`src/rtl/zed64_uart_pkg.sv`:
```
// Shared UART definitions: receiver FSM encoding, oversampling points and frame size.
package zed64_uart_pkg;

    typedef enum logic [2:0] {
        RX_IDLE      = 3'd0,
        RX_START     = 3'd1,
        RX_DATA      = 3'd2,
        RX_STOP      = 3'd3,
        RX_WAIT_IDLE = 3'd4
    } rx_state_t;

    localparam int         OVERSAMPLE = 16;
    localparam logic [3:0] SAMPLE_A   = 4'd7;
    localparam logic [3:0] SAMPLE_B   = 4'd8;
    localparam logic [3:0] SAMPLE_C   = 4'd9;
    localparam logic [3:0] BIT_END    = 4'd15;
    localparam int         DATA_BITS  = 8;

    function automatic logic majority3(input logic a, input logic b, input logic c);
        return (a & b) | (a & c) | (b & c);
    endfunction

endpackage

```
`src/rtl/uart_rx_fifo.sv`:
```
// Synchronous receive FIFO with a registered head entry and an occupancy counter
// one bit wider than the pointers.
module uart_rx_fifo #(
    parameter int DEPTH = 4,
    parameter int WIDTH = 8
) (
    input  logic                     clk,
    input  logic                     rst_n,
    input  logic                     i_push,
    input  logic                     i_pop,
    input  logic [WIDTH-1:0]         i_din,
    output logic [WIDTH-1:0]         o_dout,
    output logic [$clog2(DEPTH):0]   o_level,
    output logic                     o_full,
    output logic                     o_empty
);

    localparam int PTR_W = $clog2(DEPTH);
    localparam int LVL_W = PTR_W + 1;

    logic [WIDTH-1:0] r_mem [DEPTH];
    logic [PTR_W-1:0] r_wr_ptr;
    logic [PTR_W-1:0] r_rd_ptr;
    logic [LVL_W-1:0] r_level;
    logic [WIDTH-1:0] r_dout;

    logic             w_push_eff;
    logic             w_pop_eff;
    logic [PTR_W-1:0] w_rd_next;
    logic [LVL_W-1:0] w_level_next;
    logic [WIDTH-1:0] w_head_next;

    assign o_full     = (r_level == LVL_W'(DEPTH));
    assign o_empty    = (r_level == {LVL_W{1'b0}});
    assign w_pop_eff  = i_pop && !o_empty;
    assign w_push_eff = i_push && (!o_full || w_pop_eff);
    assign w_rd_next  = w_pop_eff ? (r_rd_ptr + PTR_W'(1)) : r_rd_ptr;

    // Next occupancy and next head; a push lands at the head when nothing older remains.
    always_comb begin
        w_level_next = r_level;
        w_head_next  = r_mem[w_rd_next];
        if (w_push_eff && !w_pop_eff) begin
            w_level_next = r_level + LVL_W'(1);
        end else if (!w_push_eff && w_pop_eff) begin
            w_level_next = r_level - LVL_W'(1);
        end else begin
            w_level_next = r_level;
        end
        if (w_push_eff && (w_rd_next == r_wr_ptr)) begin
            w_head_next = i_din;
        end else begin
            w_head_next = r_mem[w_rd_next];
        end
    end

    // Storage, pointers, level and registered head.
    always_ff @(posedge clk or negedge rst_n) begin
        if (!rst_n) begin
            for (int i = 0; i < DEPTH; i++) begin
                r_mem[i] <= {WIDTH{1'b0}};
            end
            r_wr_ptr <= {PTR_W{1'b0}};
            r_rd_ptr <= {PTR_W{1'b0}};
            r_level  <= {LVL_W{1'b0}};
            r_dout   <= {WIDTH{1'b0}};
        end else begin
            if (w_push_eff) begin
                r_mem[r_wr_ptr] <= i_din;
                r_wr_ptr        <= r_wr_ptr + PTR_W'(1);
            end
            r_rd_ptr <= w_rd_next;
            r_level  <= w_level_next;
            if (w_level_next != {LVL_W{1'b0}}) begin
                r_dout <= w_head_next;
            end
        end
    end

    assign o_dout  = r_dout;
    assign o_level = r_level;

endmodule

```
`src/rtl/uart_rx.sv`:
```
// 8N1 UART receiver: 2-flop synchronizer, 16x oversampling with a mid-bit
// majority vote, and a small FIFO presented on a valid/ready interface.
module uart_rx
    import zed64_uart_pkg::*;
#(
    parameter int DIV        = 27,
    parameter int FIFO_DEPTH = 4
) (
    input  logic                          clk,
    input  logic                          btnCpuReset,
    input  logic                          rx_in,
    output logic [7:0]                    rx_data,
    output logic                          rx_valid,
    input  logic                          rx_ready,
    output logic                          frame_err,
    output logic                          overrun,
    output logic                          busy,
    output logic [$clog2(FIFO_DEPTH):0]   fifo_level
);

    localparam int TICK_W = (DIV > 1) ? $clog2(DIV) : 1;

    logic                 r_sync1;
    logic                 r_sync2;
    logic [TICK_W-1:0]    r_tick_cnt;
    rx_state_t            r_state;
    logic [3:0]           r_samp_cnt;
    logic [2:0]           r_bit_idx;
    logic [DATA_BITS-1:0] r_shift;
    logic                 r_samp_a;
    logic                 r_samp_b;
    logic                 r_busy;
    logic                 r_frame_err;
    logic                 r_overrun;

    logic                 w_rx_s;
    logic                 w_tick;
    logic                 w_maj;
    rx_state_t            w_state_next;
    logic [3:0]           w_cnt_next;
    logic [2:0]           w_idx_next;
    logic [DATA_BITS-1:0] w_shift_next;
    logic                 w_samp_a_next;
    logic                 w_samp_b_next;
    logic                 w_push;
    logic                 w_ferr;
    logic                 w_pop;
    logic                 w_full;
    logic                 w_empty;

    assign w_rx_s = r_sync2;
    assign w_tick = (r_tick_cnt == TICK_W'(DIV - 1));
    assign w_maj  = majority3(r_samp_a, r_samp_b, w_rx_s);

    // Input synchronizer and free-running oversample tick divider.
    always_ff @(posedge clk or negedge btnCpuReset) begin
        if (!btnCpuReset) begin
            r_sync1    <= 1'b1;
            r_sync2    <= 1'b1;
            r_tick_cnt <= {TICK_W{1'b0}};
        end else begin
            r_sync1 <= rx_in;
            r_sync2 <= r_sync1;
            if (w_tick) begin
                r_tick_cnt <= {TICK_W{1'b0}};
            end else begin
                r_tick_cnt <= r_tick_cnt + TICK_W'(1);
            end
        end
    end

    // Receiver next-state logic; the stop bit is judged at mid-bit so the next start edge is caught early.
    always_comb begin
        w_state_next  = r_state;
        w_cnt_next    = r_samp_cnt;
        w_idx_next    = r_bit_idx;
        w_shift_next  = r_shift;
        w_samp_a_next = r_samp_a;
        w_samp_b_next = r_samp_b;
        w_push        = 1'b0;
        w_ferr        = 1'b0;
        if (w_tick && (r_state != RX_IDLE) && (r_state != RX_WAIT_IDLE)) begin
            w_cnt_next = r_samp_cnt + 4'd1;
            if (r_samp_cnt == SAMPLE_A) begin
                w_samp_a_next = w_rx_s;
            end else begin
                w_samp_a_next = r_samp_a;
            end
            if (r_samp_cnt == SAMPLE_B) begin
                w_samp_b_next = w_rx_s;
            end else begin
                w_samp_b_next = r_samp_b;
            end
        end else begin
            w_cnt_next = r_samp_cnt;
        end
        case (r_state)
            RX_IDLE: begin
                if (!w_rx_s) begin
                    w_state_next = RX_START;
                    w_cnt_next   = 4'd0;
                end else begin
                    w_state_next = RX_IDLE;
                end
            end
            RX_START: begin
                if (w_tick && (r_samp_cnt == SAMPLE_C) && w_maj) begin
                    w_state_next = RX_IDLE;
                end else if (w_tick && (r_samp_cnt == BIT_END)) begin
                    w_state_next = RX_DATA;
                    w_idx_next   = 3'd0;
                end else begin
                    w_state_next = RX_START;
                end
            end
            RX_DATA: begin
                if (w_tick && (r_samp_cnt == SAMPLE_C)) begin
                    w_shift_next = {w_maj, r_shift[DATA_BITS-1:1]};
                end else begin
                    w_shift_next = r_shift;
                end
                if (w_tick && (r_samp_cnt == BIT_END) && (r_bit_idx == 3'(DATA_BITS - 1))) begin
                    w_state_next = RX_STOP;
                end else if (w_tick && (r_samp_cnt == BIT_END)) begin
                    w_idx_next = r_bit_idx + 3'd1;
                end else begin
                    w_state_next = RX_DATA;
                end
            end
            RX_STOP: begin
                if (w_tick && (r_samp_cnt == SAMPLE_C) && w_maj) begin
                    w_push       = 1'b1;
                    w_state_next = RX_IDLE;
                end else if (w_tick && (r_samp_cnt == SAMPLE_C)) begin
                    w_ferr       = 1'b1;
                    w_state_next = RX_WAIT_IDLE;
                end else begin
                    w_state_next = RX_STOP;
                end
            end
            RX_WAIT_IDLE: begin
                if (w_rx_s) begin
                    w_state_next = RX_IDLE;
                end else begin
                    w_state_next = RX_WAIT_IDLE;
                end
            end
            default: begin
                w_state_next = RX_IDLE;
            end
        endcase
    end

    // Receiver state and registered status pulses.
    always_ff @(posedge clk or negedge btnCpuReset) begin
        if (!btnCpuReset) begin
            r_state     <= RX_IDLE;
            r_samp_cnt  <= 4'd0;
            r_bit_idx   <= 3'd0;
            r_shift     <= {DATA_BITS{1'b0}};
            r_samp_a    <= 1'b1;
            r_samp_b    <= 1'b1;
            r_busy      <= 1'b0;
            r_frame_err <= 1'b0;
            r_overrun   <= 1'b0;
        end else begin
            r_state     <= w_state_next;
            r_samp_cnt  <= w_cnt_next;
            r_bit_idx   <= w_idx_next;
            r_shift     <= w_shift_next;
            r_samp_a    <= w_samp_a_next;
            r_samp_b    <= w_samp_b_next;
            r_busy      <= (w_state_next != RX_IDLE);
            r_frame_err <= w_ferr;
            r_overrun   <= w_push && w_full && !w_pop;
        end
    end

    assign w_pop = rx_ready && !w_empty;

    uart_rx_fifo #(
        .DEPTH (FIFO_DEPTH),
        .WIDTH (DATA_BITS)
    ) u_fifo (
        .clk     (clk),
        .rst_n   (btnCpuReset),
        .i_push  (w_push),
        .i_pop   (w_pop),
        .i_din   (w_shift_next),
        .o_dout  (rx_data),
        .o_level (fifo_level),
        .o_full  (w_full),
        .o_empty (w_empty)
    );

    assign rx_valid  = !w_empty;
    assign frame_err = r_frame_err;
    assign overrun   = r_overrun;
    assign busy      = r_busy;

endmodule

```
`config.mk`:
```
export PLATFORM = sky130hd
export DESIGN_NAME = uart_rx
export DESIGN_NICKNAME = d
export VERILOG_FILES = /design/src/rtl/zed64_uart_pkg.sv /design/src/rtl/uart_rx_fifo.sv /design/src/rtl/uart_rx.sv
export SDC_FILE = /design/constraint.sdc
export NUM_CORES = 1
export LEC_CHECK = 0
export CAP_MARGIN = 20
export CORE_AREA = 10 10 106 89
export DETAILED_ROUTE_END_ITERATION = 12
export DIE_AREA = 0 0 116 99
export GPL_ROUTABILITY_DRIVEN = 0
export PLACE_DENSITY = 0.77
export SLEW_MARGIN = 20
export SYNTH_ARGS = -nofsm -noshare
export SYNTH_HDL_FRONTEND = slang
export SYNTH_HIERARCHICAL = 1
export SYNTH_SLANG_ARGS = --single-unit
```
`constraint.sdc`:
```
create_clock -name clk -period 6.3 [get_ports clk]
set_input_delay 0.63 -clock clk [delete_from_list [all_inputs] [get_ports clk]]
set_output_delay 0.63 -clock clk [all_outputs]
set_load 0.005 [all_outputs]
```
==> summary.md <==
During placement, the flow inserted port buffers numbering 18. Of the synthesized area, sequential elements account for 48.83%. The run gives 6 as the total number of yosys warnings. Kind of critical path: flip-flop to flip-flop. The tools report the net count after synthesis as 356. The critical path goes through inv_1, ha_1, nand2b_1, inv_4, nor2b_1, a21oi_2, or4_4, a21boi_4, mux2_1, mux2_2. The path class of the tightest hold or removal check is flip-flop to flip-flop.

Prior to clock tree synthesis, the placed netlist has a worst setup slack of 2514 ps. In the routed design, unresolved DRC markers number 0. The logs give 338 for the synthesized instance count and 2470 ps for the final worst-path setup slack. The logs give 0 for the count of pins over their slew limit and 6550 ps for the required time of the worst setup path. Summed over all failing endpoints, the final setup total negative slack is 0 ps.

The internal power of the cells totals 1.028 mW. Summing the areas of all xor and xnor instances in the mapped netlist gives 2.182% of the synthesized area. The clock net in this run drives a total of 77 sinks. The number of buffers added to fix hold violations after cts came out at 0. Across the VDD grid, the largest voltage drop is 0.1841 mV. The first global-routing pass estimated 13450 µm of wire. The switching part of the total came out at 33.52%.

The logs give 0 for the initial antenna violation count and 78 for the maximum number of pins on one net before global-route repair. The worst clock skew was 12.22 ps; the power per standard cell area was 348.8 mW/mm². The synthesized design contains 0 enable-type register cells. The final critical-path share of the clock period was 60.79%; the count of pins on the block boundary was 19. The adder and majority cell fraction of the synthesized area works out to 4.934%. The most common cell after layout, fill and taps aside was dfrtp_1. Wires add up to 7740 µm. The power share of the clock group came out at 27.5%.

The maximum clock frequency was 0.2611 GHz; the sequential share of power was 38.1%. The via count was 2668; the share of post-route cells with drive strength above 1 was 24.45%. The cell area after synthesis was 0.003956 mm²; the total setup violations reported at the end of the flow was 0.

The per-instance average area after synthesis was 11.71 µm²; the per-cell via count in the routed design was 5.877. The area fraction in compound gates after synthesis was 10.75%. The synthesized design contains 77 register bits. The floorplan has 28 rows. The floorplan step set the die width to 116 µm. The top cell types in the final layout, fill and taps aside, are dfrtp_1 (73), mux2_2 (52), nand2_1 (22).

The tools report the die area as 0.01148 mm². The basic-gate share of the synthesized area counting and, or, nand and nor cells works out to 13.41%. At the end of the flow, the number of nets in the layout was 377. Clock tree root driver cell: clkbuf_8. Summed over all nets, the switching power comes to 0.5185 mW. Setup repair after global routing left no endpoint under its margin. The portion of synthesized area spent on multiplexers is 17.58%. The flow ran to the end, and the final reports show no timing, DRC or antenna violations.

The actual transition at the worst max-transition pin is 1038 ps. The number of hold-slack violations in the final timing report is 0, and the count of different cell masters after synthesis is 59. In this run, the combinational gates consume 34.4% of the power. The total half-perimeter wirelength after legalization and detailed placement was 5470 µm; the maximum level of the CTS H-tree was 3.

Maximum clock path buffer count: 2. The count of cells in the finished layout, fillers not included, comes to 454. Compared with the post-synthesis result, the final layout area differs by 12.08%.

The residual overflow from global routing was 0. In this design, the stage delay of the slowest critical-path cell is 820 ps. After synthesis, the largest family of logic cells by area is multiplexers. The tools report the number of cells after detailed placement as 438. The number of antenna diodes in the final layout is 0.

After the first detailed-routing iteration, the DRC count stood at 175. The clock reaches the later pin of the worst-skew pair after 360 ps. Core region area: 0.007287 mm².

TritonCTS built the clock tree. The share of Yosys cell area claimed by the top area cell type was 46.17%; the post-route antenna net violation count was 0. For the register-to-register path setup slack, the log shows 2470 ps. The routed design could run at a clock period as short as 3830 ps. Worst max-slew margin expressed relative to the limit: 30.64%.

In the global route stage, overall resource usage came out at 14.45%. In this run the post-CTS setup repair buffer count came out at 0. After synthesis, the share of flip-flops with an asynchronous set or reset is 100.0%. After clock tree synthesis, the clock-pin slew on the worst setup and hold paths is 90 ps.

The most common flop cell mapped by yosys is dfrtp_1. The tool flagged a number of max-cap violations equal to 0. Of all nets on the critical path, the largest fanout is 17. In this run, post-CTS repair resized a total of 0 instances. The tools report the initial core utilization as 54.29%. The worst setup path is captured at a flip-flop. Cell with the largest stage delay on the worst path: nor2b_1. The die outline height is 99 µm, and the via count of the first global-routing pass is 2752.

The biggest area contributor in the post-synthesis netlist is dfrtp_1. Counting the buffers created by CTS gives 9. For the static power due to leakage, the log shows 2.005 nW.

The worst setup path is launched from a flip-flop. Sorting the synthesized cells by area gives the leading types as dfrtp_1 (46%), mux2_2 (15%), ha_1 (4.4%). The arrival time reported for the critical path endpoint came out at 4080 ps.

The length of the first detailed-routing pass in iterations came out at 4. Routed length per instance: 17.05 µm.
## cells by family (layout without fill, tap and decap cells)
| kind of cell | count (synthesis) | in the layout |
|---|---|---|
| xor+xnor | 9 | 9 |
| simple gates | 91 | 91 |
| mux | 62 | 62 |
| compound gates | 62 | 62 |
| flops | 77 | 77 |
| fa+ha+maj | 16 | 16 |
| buf+inv | 21 | 47 |
## critical path, delay by kind of cell (launching register included)
| kind | cells | cell delay [ps] |
|---|---|---|
| multiplexers | 2 | 620 |
| AO/OA/AOI/OAI | 2 | 460 |
| AND/OR/NAND/NOR | 3 | 1680 |
| flip-flops | 1 | 430 |
| adder cells (fa/ha/maj) | 1 | 290 |
| buffers and inverters | 2 | 240 |
## sequential cells by signal, summed over array words and instances (netlist names)
name             count
r_bit_idx            3
busy                 1
overrun              1
u_fifo/r_wr_ptr      2
u_fifo/o_level       3
r_tick_cnt           5
r_samp_cnt           4
u_fifo/r_rd_ptr      2
r_sync2              1
r_shift              8
u_fifo/o_dout        8
r_sync1              1
frame_err            1
r_samp_a             1
r_samp_b             1
u_fifo/r_mem        32
r_state              3
## cells in the mapped netlist (all sizes together), types with 2 or more instances
cell type,n
dfrtp,73
mux2,60
a21oi,22
nand2,22
nand3,16
ha,14
nor2,14
inv,13
o21ai,13
a311oi,8
nand3b,7
xnor2,7
clkbuf,5
nor3,5
dfstp,4
nor2b,4
a22o,3
buf,3
o211ai,3
o31ai,3
a31oi,2
and3b,2
maj3,2
mux2i,2
nand2b,2
nand4,2
nand4b,2
nor3b,2
nor4,2
o311a,2
or3,2
xor2,2
## metal layers
layer / up-vias / global-route usage [%] / part of all wire (%)
met5: - / 0 / 0
li1: 1277 / - / -
met3: 12 / 4.909 / 4.1
met4: 0 / 4.707 / 1.5
met1: 1316 / 18.60 / 47
met2: 63 / 22.28 / 48
## final timing paths
path	startpoint	to	cells past startpoint
min in group asynchronous	btnCpuReset	r_tick_cnt[4]	1
max in group asynchronous	btnCpuReset	r_state[0]	1
hold / removal	r_sync1	r_sync2	0
hold reg to reg	r_sync1	r_sync2	0
setup / recovery	u_fifo/o_level[1]	u_fifo/o_dout[5]	10
setup reg to reg	u_fifo/o_level[1]	u_fifo/o_dout[5]	10
## power by group through the flow
stage	clock network (mW)	registers, mW	logic (mW)
after floorplan	0	0.577	0.391
after global placement	0	0.596	0.517
after detailed placement	0	0.597	0.530
after CTS	0.434	0.588	0.532
after global routing	0.459	0.595	0.590
final	0.426	0.589	0.532
## stage by stage
| stage | instance area [µm²] | utilization, % | power (mW) | hold WS, ps |
|---|---|---|---|---|
| floorplan | 3956 | - | 0.9680 | 334.4 |
| global placement | 4207 | 57.73 | 1.112 | 348.3 |
| detailed placement | 4207 | 57.73 | 1.127 | 350.9 |
| CTS | 4434 | 60.85 | 1.554 | 369.6 |
| global route | 4434 | 60.85 | 1.644 | 367.7 |
| finish | 4434 | 60.85 | 1.547 | 367.5 |
## layout make-up
class / count / area (µm²)
clock buffer: 9 / 123.9
multi-input combinational: 240 / 1933
tap: 90 / 112.6
clock inverter: 7 / 103.9
sequential: 77 / 1932
timing repair buffer: 18 / 177.7
fill: 589 / 2853
inverter: 13 / 51.30
(Power assumes the default switching activity.)
